<file path="src/rtl/reg8_op_arbiter_if.sv">
// Request/ack and datapath-control bundle for the reg8 operation arbiter.
// master = requester side, slave = arbiter.
interface reg8_op_arbiter_if #(
  parameter int CNT_W = 8
);
  logic             req0;
  logic [1:0]       op0;
  logic [3:0]       arg0;
  logic             ack0;
  logic             req1;
  logic [1:0]       op1;
  logic [3:0]       arg1;
  logic             ack1;
  logic             A;
  logic             B;
  logic             C;
  logic [3:0]       D;
  logic             busy;
  logic             gnt_id;
  logic [CNT_W-1:0] done_cnt;

  modport master (
    output req0, op0, arg0, req1, op1, arg1,
    input  ack0, ack1, A, B, C, D, busy, gnt_id, done_cnt
  );

  modport slave (
    input  req0, op0, arg0, req1, op1, arg1,
    output ack0, ack1, A, B, C, D, busy, gnt_id, done_cnt
  );
endinterface

</file>
<file path="src/rtl/reg8_op_arbiter.sv">
// Round-robin arbiter sharing the 8-bit register datapath between two
// requesters. Drives A/B/C/D for HOLD_CYCLES per operation, then acks.
// Every output comes straight from a flop; the grant edge already loads
// the strobes so they are high from the sampling edge onward.
module reg8_op_arbiter #(
  parameter int HOLD_CYCLES = 2,
  parameter int CNT_W       = 8
) (
  input logic               clk,
  input logic               rstN,
  reg8_op_arbiter_if.slave  bus
);

  typedef enum logic [1:0] {IDLE, DRIVE, DONE} state_t;

  localparam logic [3:0] HOLD_LD = 4'(HOLD_CYCLES - 1);

  state_t           state_q, state_d;
  logic [3:0]       hold_q, hold_d;
  logic [1:0]       op_q, op_d;
  logic [3:0]       arg_q, arg_d;
  logic             gnt_q, gnt_d;
  logic             last_q, last_d;
  logic [CNT_W-1:0] cnt_q, cnt_d;
  logic [2:0]       abc_q, abc_d;
  logic [3:0]       d_q, d_d;
  logic             ack0_q, ack0_d;
  logic             ack1_q, ack1_d;
  logic             busy_q, busy_d;
  logic             win;

  // opcode -> {A,B,C}
  function automatic logic [2:0] strobes(input logic [1:0] op);
    case (op)
      2'b00:   strobes = 3'b100;
      2'b01:   strobes = 3'b010;
      2'b10:   strobes = 3'b001;
      default: strobes = 3'b111;
    endcase
  endfunction

  // Next-state and next-output logic; ties go to the requester not served last
  always_comb begin
    state_d = state_q;
    hold_d  = hold_q;
    op_d    = op_q;
    arg_d   = arg_q;
    gnt_d   = gnt_q;
    last_d  = last_q;
    cnt_d   = cnt_q;
    abc_d   = 3'b000;
    d_d     = d_q;
    ack0_d  = 1'b0;
    ack1_d  = 1'b0;
    busy_d  = busy_q;
    win     = (bus.req0 && bus.req1) ? ~last_q : bus.req1;
    case (state_q)
      IDLE: begin
        busy_d = 1'b0;
        if (bus.req0 || bus.req1) begin
          state_d = DRIVE;
          hold_d  = HOLD_LD;
          gnt_d   = win;
          op_d    = win ? bus.op1  : bus.op0;
          arg_d   = win ? bus.arg1 : bus.arg0;
          abc_d   = strobes(op_d);
          d_d     = arg_d;
          busy_d  = 1'b1;
        end
      end
      DRIVE: begin
        busy_d = 1'b1;
        d_d    = arg_q;
        if (hold_q == 4'd0) begin
          // Last drive cycle: drop strobes and ack on the way into DONE
          state_d = DONE;
          ack0_d  = ~gnt_q;
          ack1_d  = gnt_q;
          cnt_d   = cnt_q + 1'b1;
          last_d  = gnt_q;
        end else begin
          hold_d = hold_q - 4'd1;
          abc_d  = strobes(op_q);
        end
      end
      DONE: begin
        busy_d  = 1'b0;
        state_d = IDLE;
      end
      default: begin
        busy_d  = 1'b0;
        state_d = IDLE;
      end
    endcase
  end

  // State and output registers with synchronous reset
  always_ff @(posedge clk) begin
    if (!rstN) begin
      state_q <= IDLE;
      hold_q  <= 4'd0;
      op_q    <= 2'd0;
      arg_q   <= 4'd0;
      gnt_q   <= 1'b0;
      last_q  <= 1'b1;
      cnt_q   <= '0;
      abc_q   <= 3'b000;
      d_q     <= 4'd0;
      ack0_q  <= 1'b0;
      ack1_q  <= 1'b0;
      busy_q  <= 1'b0;
    end else begin
      state_q <= state_d;
      hold_q  <= hold_d;
      op_q    <= op_d;
      arg_q   <= arg_d;
      gnt_q   <= gnt_d;
      last_q  <= last_d;
      cnt_q   <= cnt_d;
      abc_q   <= abc_d;
      d_q     <= d_d;
      ack0_q  <= ack0_d;
      ack1_q  <= ack1_d;
      busy_q  <= busy_d;
    end
  end

  assign bus.A        = abc_q[2];
  assign bus.B        = abc_q[1];
  assign bus.C        = abc_q[0];
  assign bus.D        = d_q;
  assign bus.ack0     = ack0_q;
  assign bus.ack1     = ack1_q;
  assign bus.busy     = busy_q;
  assign bus.gnt_id   = gnt_q;
  assign bus.done_cnt = cnt_q;

endmodule
</file>
<file path="src/flat_wrapper.sv">
// flat-port wrapper written by rule: the top's interface ports become plain ports
module reg8_op_arbiter_flat 
#(
  parameter int HOLD_CYCLES = 2,
  parameter int CNT_W       = 8
)
  (clk, rstN, bus_req0, bus_op0, bus_arg0, bus_req1, bus_op1, bus_arg1, bus_ack0, bus_ack1, bus_A, bus_B, bus_C, bus_D, bus_busy, bus_gnt_id, bus_done_cnt);
  reg8_op_arbiter_if #(.CNT_W(CNT_W)) bus_i ();
  input logic clk;
  input logic rstN;
  input wire logic [$bits(bus_i.req0)-1:0] bus_req0;
  input wire logic [$bits(bus_i.op0)-1:0] bus_op0;
  input wire logic [$bits(bus_i.arg0)-1:0] bus_arg0;
  input wire logic [$bits(bus_i.req1)-1:0] bus_req1;
  input wire logic [$bits(bus_i.op1)-1:0] bus_op1;
  input wire logic [$bits(bus_i.arg1)-1:0] bus_arg1;
  output wire logic [$bits(bus_i.ack0)-1:0] bus_ack0;
  output wire logic [$bits(bus_i.ack1)-1:0] bus_ack1;
  output wire logic [$bits(bus_i.A)-1:0] bus_A;
  output wire logic [$bits(bus_i.B)-1:0] bus_B;
  output wire logic [$bits(bus_i.C)-1:0] bus_C;
  output wire logic [$bits(bus_i.D)-1:0] bus_D;
  output wire logic [$bits(bus_i.busy)-1:0] bus_busy;
  output wire logic [$bits(bus_i.gnt_id)-1:0] bus_gnt_id;
  output wire logic [$bits(bus_i.done_cnt)-1:0] bus_done_cnt;
  assign bus_i.req0 = bus_req0;
  assign bus_i.op0 = bus_op0;
  assign bus_i.arg0 = bus_arg0;
  assign bus_i.req1 = bus_req1;
  assign bus_i.op1 = bus_op1;
  assign bus_i.arg1 = bus_arg1;
  assign bus_ack0 = bus_i.ack0;
  assign bus_ack1 = bus_i.ack1;
  assign bus_A = bus_i.A;
  assign bus_B = bus_i.B;
  assign bus_C = bus_i.C;
  assign bus_D = bus_i.D;
  assign bus_busy = bus_i.busy;
  assign bus_gnt_id = bus_i.gnt_id;
  assign bus_done_cnt = bus_i.done_cnt;
  reg8_op_arbiter #(.HOLD_CYCLES(HOLD_CYCLES), .CNT_W(CNT_W)) u_core (.clk(clk), .rstN(rstN), .bus(bus_i));
endmodule
</file>
<file path="config.mk">
export PLATFORM = sky130hd
export DESIGN_NAME = reg8_op_arbiter_flat
export DESIGN_NICKNAME = d
export VERILOG_FILES = /design/src/rtl/reg8_op_arbiter_if.sv /design/src/rtl/reg8_op_arbiter.sv /design/src/flat_wrapper.sv
export SDC_FILE = /design/constraint.sdc
export NUM_CORES = 1
export LEC_CHECK = 0
export CORE_MARGIN = 3
export CORE_UTILIZATION = 45
export CTS_BUF_LIST = sky130_fd_sc_hd__clkbuf_8
export DETAILED_ROUTE_END_ITERATION = 10
export PLACE_DENSITY_LB_ADDON = 0.15
export RECOVER_POWER = 50
export SLEW_MARGIN = 10
export SYNTH_ARGS = -nofsm -noshare
export SYNTH_HDL_FRONTEND = slang
export SYNTH_SLANG_ARGS = --single-unit
</file>
<file path="constraint.sdc">
create_clock -name clk -period 2.29 [get_ports clk]
set_input_delay 0.458 -clock clk [delete_from_list [all_inputs] [get_ports clk]]
set_output_delay 0.458 -clock clk [all_outputs]
set_load 0.05 [all_outputs]
</file>
==> results of run 1 <==
==> power breakdown <==
part	switching, uW	leakage (uW)	internal, uW
logic	433	0.000506	267
registers	81.0	0.000263	657
clock network	208	0.0000593	318
total	723	0.000828	1240
==> path summary, 6_finish.rpt <==
path,to,slack [ns],cells after the start
max,bus_done_cnt[3],0.29,1
min,u_core.bus.ack0,0.48,1
max reg2reg,u_core.hold_q[0],0.34,6
min reg2reg,u_core.bus.ack0,0.48,1
==> registers in the layout (all words and copies together) (netlist names) <==
signal               cells
u_core.op_q              2
u_core.bus.ack0          1
u_core.bus.done_cnt      8
u_core.state_q           2
u_core.arg_q             4
u_core.bus.gnt_id        1
u_core.bus.ack1          1
u_core.bus.D             4
u_core.hold_q            4
u_core.bus.busy          1
u_core.abc_q             3
u_core.last_q            1
==> per-layer routing <==
metal,track usage,part of all wire,routed length [um]
met3,0.0633,0.062,212
met4,0.0554,0.013,43
met1,0.212,0.43,1480
met2,0.302,0.49,1670
met5,0,0,0
==> final cells by class <==
type                            count  share of cell area
Sequential cell                    32               0.319
Timing Repair Buffer               39               0.183
Tap cell                           44              0.0274
Inverter                            8              0.0150
Multi-Input combinational cell    122               0.402
Clock inverter                      3              0.0193
Clock buffer                        5              0.0343
==> per-stage QoR <==
step	utilization	instance area (sq um)	setup slack [ns]	hold WS (ns)	total power (uW)
global placement	0.612	1910	0.377	0.469	1450
floorplan	-	1520	0.575	0.438	1260
detailed placement	0.612	1910	0.363	0.464	1470
finish	0.642	2010	0.290	0.479	1960
CTS	0.646	2020	0.273	0.480	1990
global route	0.642	2010	0.172	0.510	2090
==> cells by family after synthesis <==
family,share of synthesized area
flops,0.421
buf+inv,0.0461
compound gates,0.129
mux,0.0198
xor+xnor,0.0634
simple gates,0.271
fa+ha+maj,0.0494
==> synth_stat cells, drive strengths merged (4+ instances only) <==
library cell,count,share of area
and2,9,0.037
nor2b,6,0.025
dfxtp,32,0.42
ha,6,0.049
nand3,8,0.026
a31oi,4,0.016
inv,8,0.020
xor2,7,0.040
a21oi,4,0.013
nor2,8,0.021
nand2,15,0.037
xnor2,4,0.023
o21ai,9,0.030
clkbuf,5,0.012
nor3,10,0.033
==> impl_metrics.json, run 1 <==
{
  "outcome": "finished, final reports clean",
  "setup_viol": 0,
  "dieArea_sq_um": 4110,
  "hpwl_mm": 2.52,
  "crit_chain": "clkdlybuf4s50_1",
  "die_h_um": 64.1,
  "ant_nets": 0,
  "syn-instance-count": 170,
  "synth_ff_type": "dfxtp_1",
  "finalWirelength_mm": 3.41,
  "placedCellCount": 245,
  "clock_path_buffers": 2,
  "rows": 20,
  "start_kind": "flip-flop",
  "antenna_found_initial": 0,
  "fillers": 272,
  "synth-seq-cells": 32,
  "io_buffers": 34,
  "clk_pin_slew_ns": 0.07,
  "yosys_warnings": 0,
  "ioPinCount": 35,
  "chipWidth_um": 64.1,
  "path_max_fanout": 5,
  "ff_latch_area_sq_um": 641,
  "max_stage_delay_ns": 0.83,
  "syn_nets": 192,
  "crit_path_end_kind": "output pin",
  "grt_usage": 0.179,
  "cts.sinks": 32,
  "setup_tns_ns": 0,
  "r2r_start": "u_core.hold_q[0]",
  "grt_max_degree": 28,
  "post_cts_resized": 0,
  "irDropWorstVdd_uv": 818,
  "yosysUniqueCellTypes": 40,
  "syn_area_sq_um": 1520,
  "grt_pass1_vias": 1287,
  "slew_viol_final": 0,
  "fmax_ghz": 0.500,
  "fin_crit_ns": 2.00,
  "worstHoldPathType": "flip-flop to flip-flop",
  "maxCapViolations": 0,
  "gr-total-overflow": 0,
  "arrival_ns": 1.54,
  "via_per_inst": 5.32,
  "layout_common_cells": "32 x clkdlybuf4s50_1, 32 x dfxtp_1, 15 x nand2_1",
  "synth_edf_count": 0,
  "maxSlewHeadroom": 0.675,
  "htree_levels": 2,
  "crit_type": "flip-flop to output pin",
  "p_leak_uw": 0.000828,
  "multiInputGateArea_sq_um": 807,
  "core_sq_um": 3130,
  "power_density_nw_per_um2": 979,
  "crit_start": "u_core.bus.done_cnt[3]",
  "rsz0062_at_grt": "no",
  "final_cell_count_no_fill": 253,
  "drive_gt1_frac": 0.0574,
  "slowest_stage": "clkdlybuf4s50_1",
  "skew_ns": 0.0112,
  "grt_first_pass_wirelength_mm": 5.70,
  "cts_setup_buffers": 0,
  "wire_per_inst_um": 13.5,
  "cts_buffers": 5,
  "timing.final.crit_share": 0.873,
  "first_pass_iters": 4,
  "cts_tree": "built",
  "gp_congestion": 0.815,
  "start_util": 0.486,
  "critPathBufInv": 1,
  "clock-root-buffer": "clkbuf_8",
  "worst_pin_slew_ns": 0.475,
  "crit_required_ns": 1.83,
  "hp-start": "u_core.bus.gnt_id",
  "postCtsHoldBufs": 0,
  "vias": 1346,
  "fin_nets": 230,
  "num_antenna_cells": 0,
  "drc_errors": 0,
  "hold_viol": 0,
  "worstSkewPairLatency_ns": 0.29,
  "drt-initial-drc-count": 52,
  "ys_seq_area_frac": 0.421,
  "critPathTopFamily": "buffers and inverters",
  "synth_area_per_cell_sq_um": 8.94,
  "async_flop_share": 0,
  "area_growth_pct": 32.0
}
No activity file was read; power rests on OpenSTA's default activity.
==> run 2: changes to the inputs <==
--- a/config.mk
+++ b/config.mk
@@ -5,7 +5,6 @@
 export SDC_FILE = /design/constraint.sdc
 export NUM_CORES = 1
 export LEC_CHECK = 0
-export CORE_MARGIN = 3
 export CORE_UTILIZATION = 45
 export CTS_BUF_LIST = sky130_fd_sc_hd__clkbuf_8
 export DETAILED_ROUTE_END_ITERATION = 10
==> impl_metrics.json, run 2 (synthesized netlist as in run 1, its figures left out) <==
{
  "power_frac_seq": 0.365,
  "path_max_fanout": 5,
  "p_leak_uw": 0.000834,
  "crit_required_ns": 1.83,
  "maxCapViolations": 0,
  "timing.final.crit_share": 0.862,
  "ant_nets": 0,
  "grt_first_pass_wirelength_mm": 5.29,
  "layout_common_cells": "32 x clkdlybuf4s50_1, 32 x dfxtp_1, 15 x nand2_1",
  "start_util": 0.486,
  "r2r_start": "u_core.hold_q[0]",
  "fin_crit_ns": 1.98,
  "clock_path_buffers": 2,
  "antenna_found_initial": 0,
  "cts_tree": "built",
  "power_frac_comb": 0.345,
  "postCtsHoldBufs": 0,
  "clock_power_share": 0.290,
  "grt_max_degree": 28,
  "drt-initial-drc-count": 63,
  "largest_reg_flops": 8,
  "power_density_nw_per_um2": 998,
  "post_cts_resized": 0,
  "clk_pin_slew_ns": 0.07,
  "vias": 1334,
  "hold_viol": 0,
  "num_antenna_cells": 0,
  "slowest_stage": "clkdlybuf4s50_1",
  "worst_pin_slew_ns": 0.478,
  "crit_path_end_kind": "output pin",
  "die_h_um": 60.1,
  "cts_buffers": 5,
  "drive_gt1_frac": 0.0622,
  "utilization": 0.648,
  "cts.sinks": 32,
  "arrival_ns": 1.52,
  "crit_type": "flip-flop to output pin",
  "gp_congestion": 0.871,
  "grt_usage": 0.198,
  "p_total_uw": 2020,
  "outcome": "finished, final reports clean",
  "area_growth_pct": 33.3,
  "worstSkewPairLatency_ns": 0.28,
  "grt_pass1_vias": 1189,
  "drc_errors": 0,
  "fin_nets": 230,
  "rsz0062_at_grt": "no",
  "cts_setup_buffers": 0,
  "clock-root-buffer": "clkbuf_8",
  "r2r_slack_ns": 0.34,
  "min_delay_path_depth": 1,
  "ioPinCount": 35,
  "gr-total-overflow": 0,
  "finalWirelength_mm": 3.25,
  "crit_chain": "clkdlybuf4s50_1",
  "maxSlewHeadroom": 0.673,
  "first_pass_iters": 4,
  "rows": 20,
  "core_sq_um": 3130,
  "setup_tns_ns": 0,
  "worstHoldPathType": "flip-flop to flip-flop",
  "netSwitchingPower_uw": 714,
  "chipWidth_um": 60.1,
  "worstReg2RegEnd": "u_core.hold_q[0]",
  "skew_ns": 0.0102,
  "max_stage_delay_ns": 0.83,
  "slew_viol_final": 0,
  "whs_endpoint": "u_core.bus.ack0",
  "hpwl_mm": 2.39,
  "htree_levels": 2,
  "start_kind": "flip-flop",
  "critPathBufInv": 1,
  "hp-start": "u_core.bus.gnt_id",
  "irDropWorstVdd_uv": 491,
  "swShare": 0.353,
  "critPathTopFamily": "buffers and inverters",
  "intPower_uw": 1310,
  "reg2reg_depth": 6,
  "via_per_inst": 5.27,
  "io_buffers": 34,
  "dieArea_sq_um": 3610,
  "setup_viol": 0,
  "wire_per_inst_um": 12.8,
  "fmax_ghz": 0.506
}
==> run 2: cell types whose count changed in the layout (fill, tap and decap cells not counted), sizes merged <==
cell    delta
inv        -1
clkinv     -1
clkbuf     +2
==> run 2: power groups by stage <==
| stage | clock (uW) | combinational (uW) | sequential [uW] |
|---|---|---|---|
| 5_1_grt | 621 | 767 | 752 |
| 4_1_cts | 593 | 715 | 740 |
| 6_report | 587 | 697 | 739 |
| 3_5_place_dp | 0 | 711 | 751 |
| 2_1_floorplan | 0 | 382 | 877 |
| 3_3_place_gp | 0 | 701 | 747 |
==> run 2: worst max-delay path by stage <==
stage / start / to / slack (ns) / cells past startpoint
floorplan: u_core.bus.done_cnt[2] / u_core.bus.done_cnt[6] / 0.57 / 4
global placement: bus_req0 / u_core.hold_q[2] / 0.37 / 5
detailed placement: bus_req1 / u_core.hold_q[0] / 0.36 / 5
CTS: u_core.bus.done_cnt[3] / bus_done_cnt[3] / 0.31 / 1
global route: bus_req0 / u_core.bus.D[2] / 0.20 / 5
finish: u_core.bus.done_cnt[3] / bus_done_cnt[3] / 0.31 / 1
==> run 2: final cells by class <==
| cell class | instances | area, sq um |
|---|---|---|
| Clock buffer | 7 | 96.3 |
| Clock inverter | 1 | 30.0 |
| Fill cell | 262 | 1100 |
| Inverter | 8 | 30.0 |
| Multi-Input combinational cell | 122 | 807 |
| Sequential cell | 32 | 641 |
| Tap cell | 44 | 55.1 |
| Timing Repair Buffer | 39 | 367 |
==> run 2: routing by layer <==
layer,track usage,part of all wire
met5,0,0
met4,0.0598,0.0083
met3,0.0584,0.036
met2,0.330,0.49
met1,0.244,0.47
==> run 2: through the flow <==
step | hold WS (ns) | instance area [sq um] | cells | setup WS (ns)
2_1_floorplan | 0.438 | 1520 | 170 | 0.575
3_3_place_gp | 0.458 | 1910 | 245 | 0.372
3_5_place_dp | 0.465 | 1910 | 245 | 0.357
4_1_cts | 0.480 | 2040 | 253 | 0.307
5_1_grt | 0.510 | 2030 | 253 | 0.195
6_report | 0.485 | 2030 | 253 | 0.315
==> run 2: worst register-to-register path, stage by stage (launching register included) <==
cell,delay [ns]
dfxtp_1,0.34
inv_1,0.08
ha_1,0.15
or3b_1,0.56
nor2_1,0.36
nor2_1,0.13
o211a_1,0.22
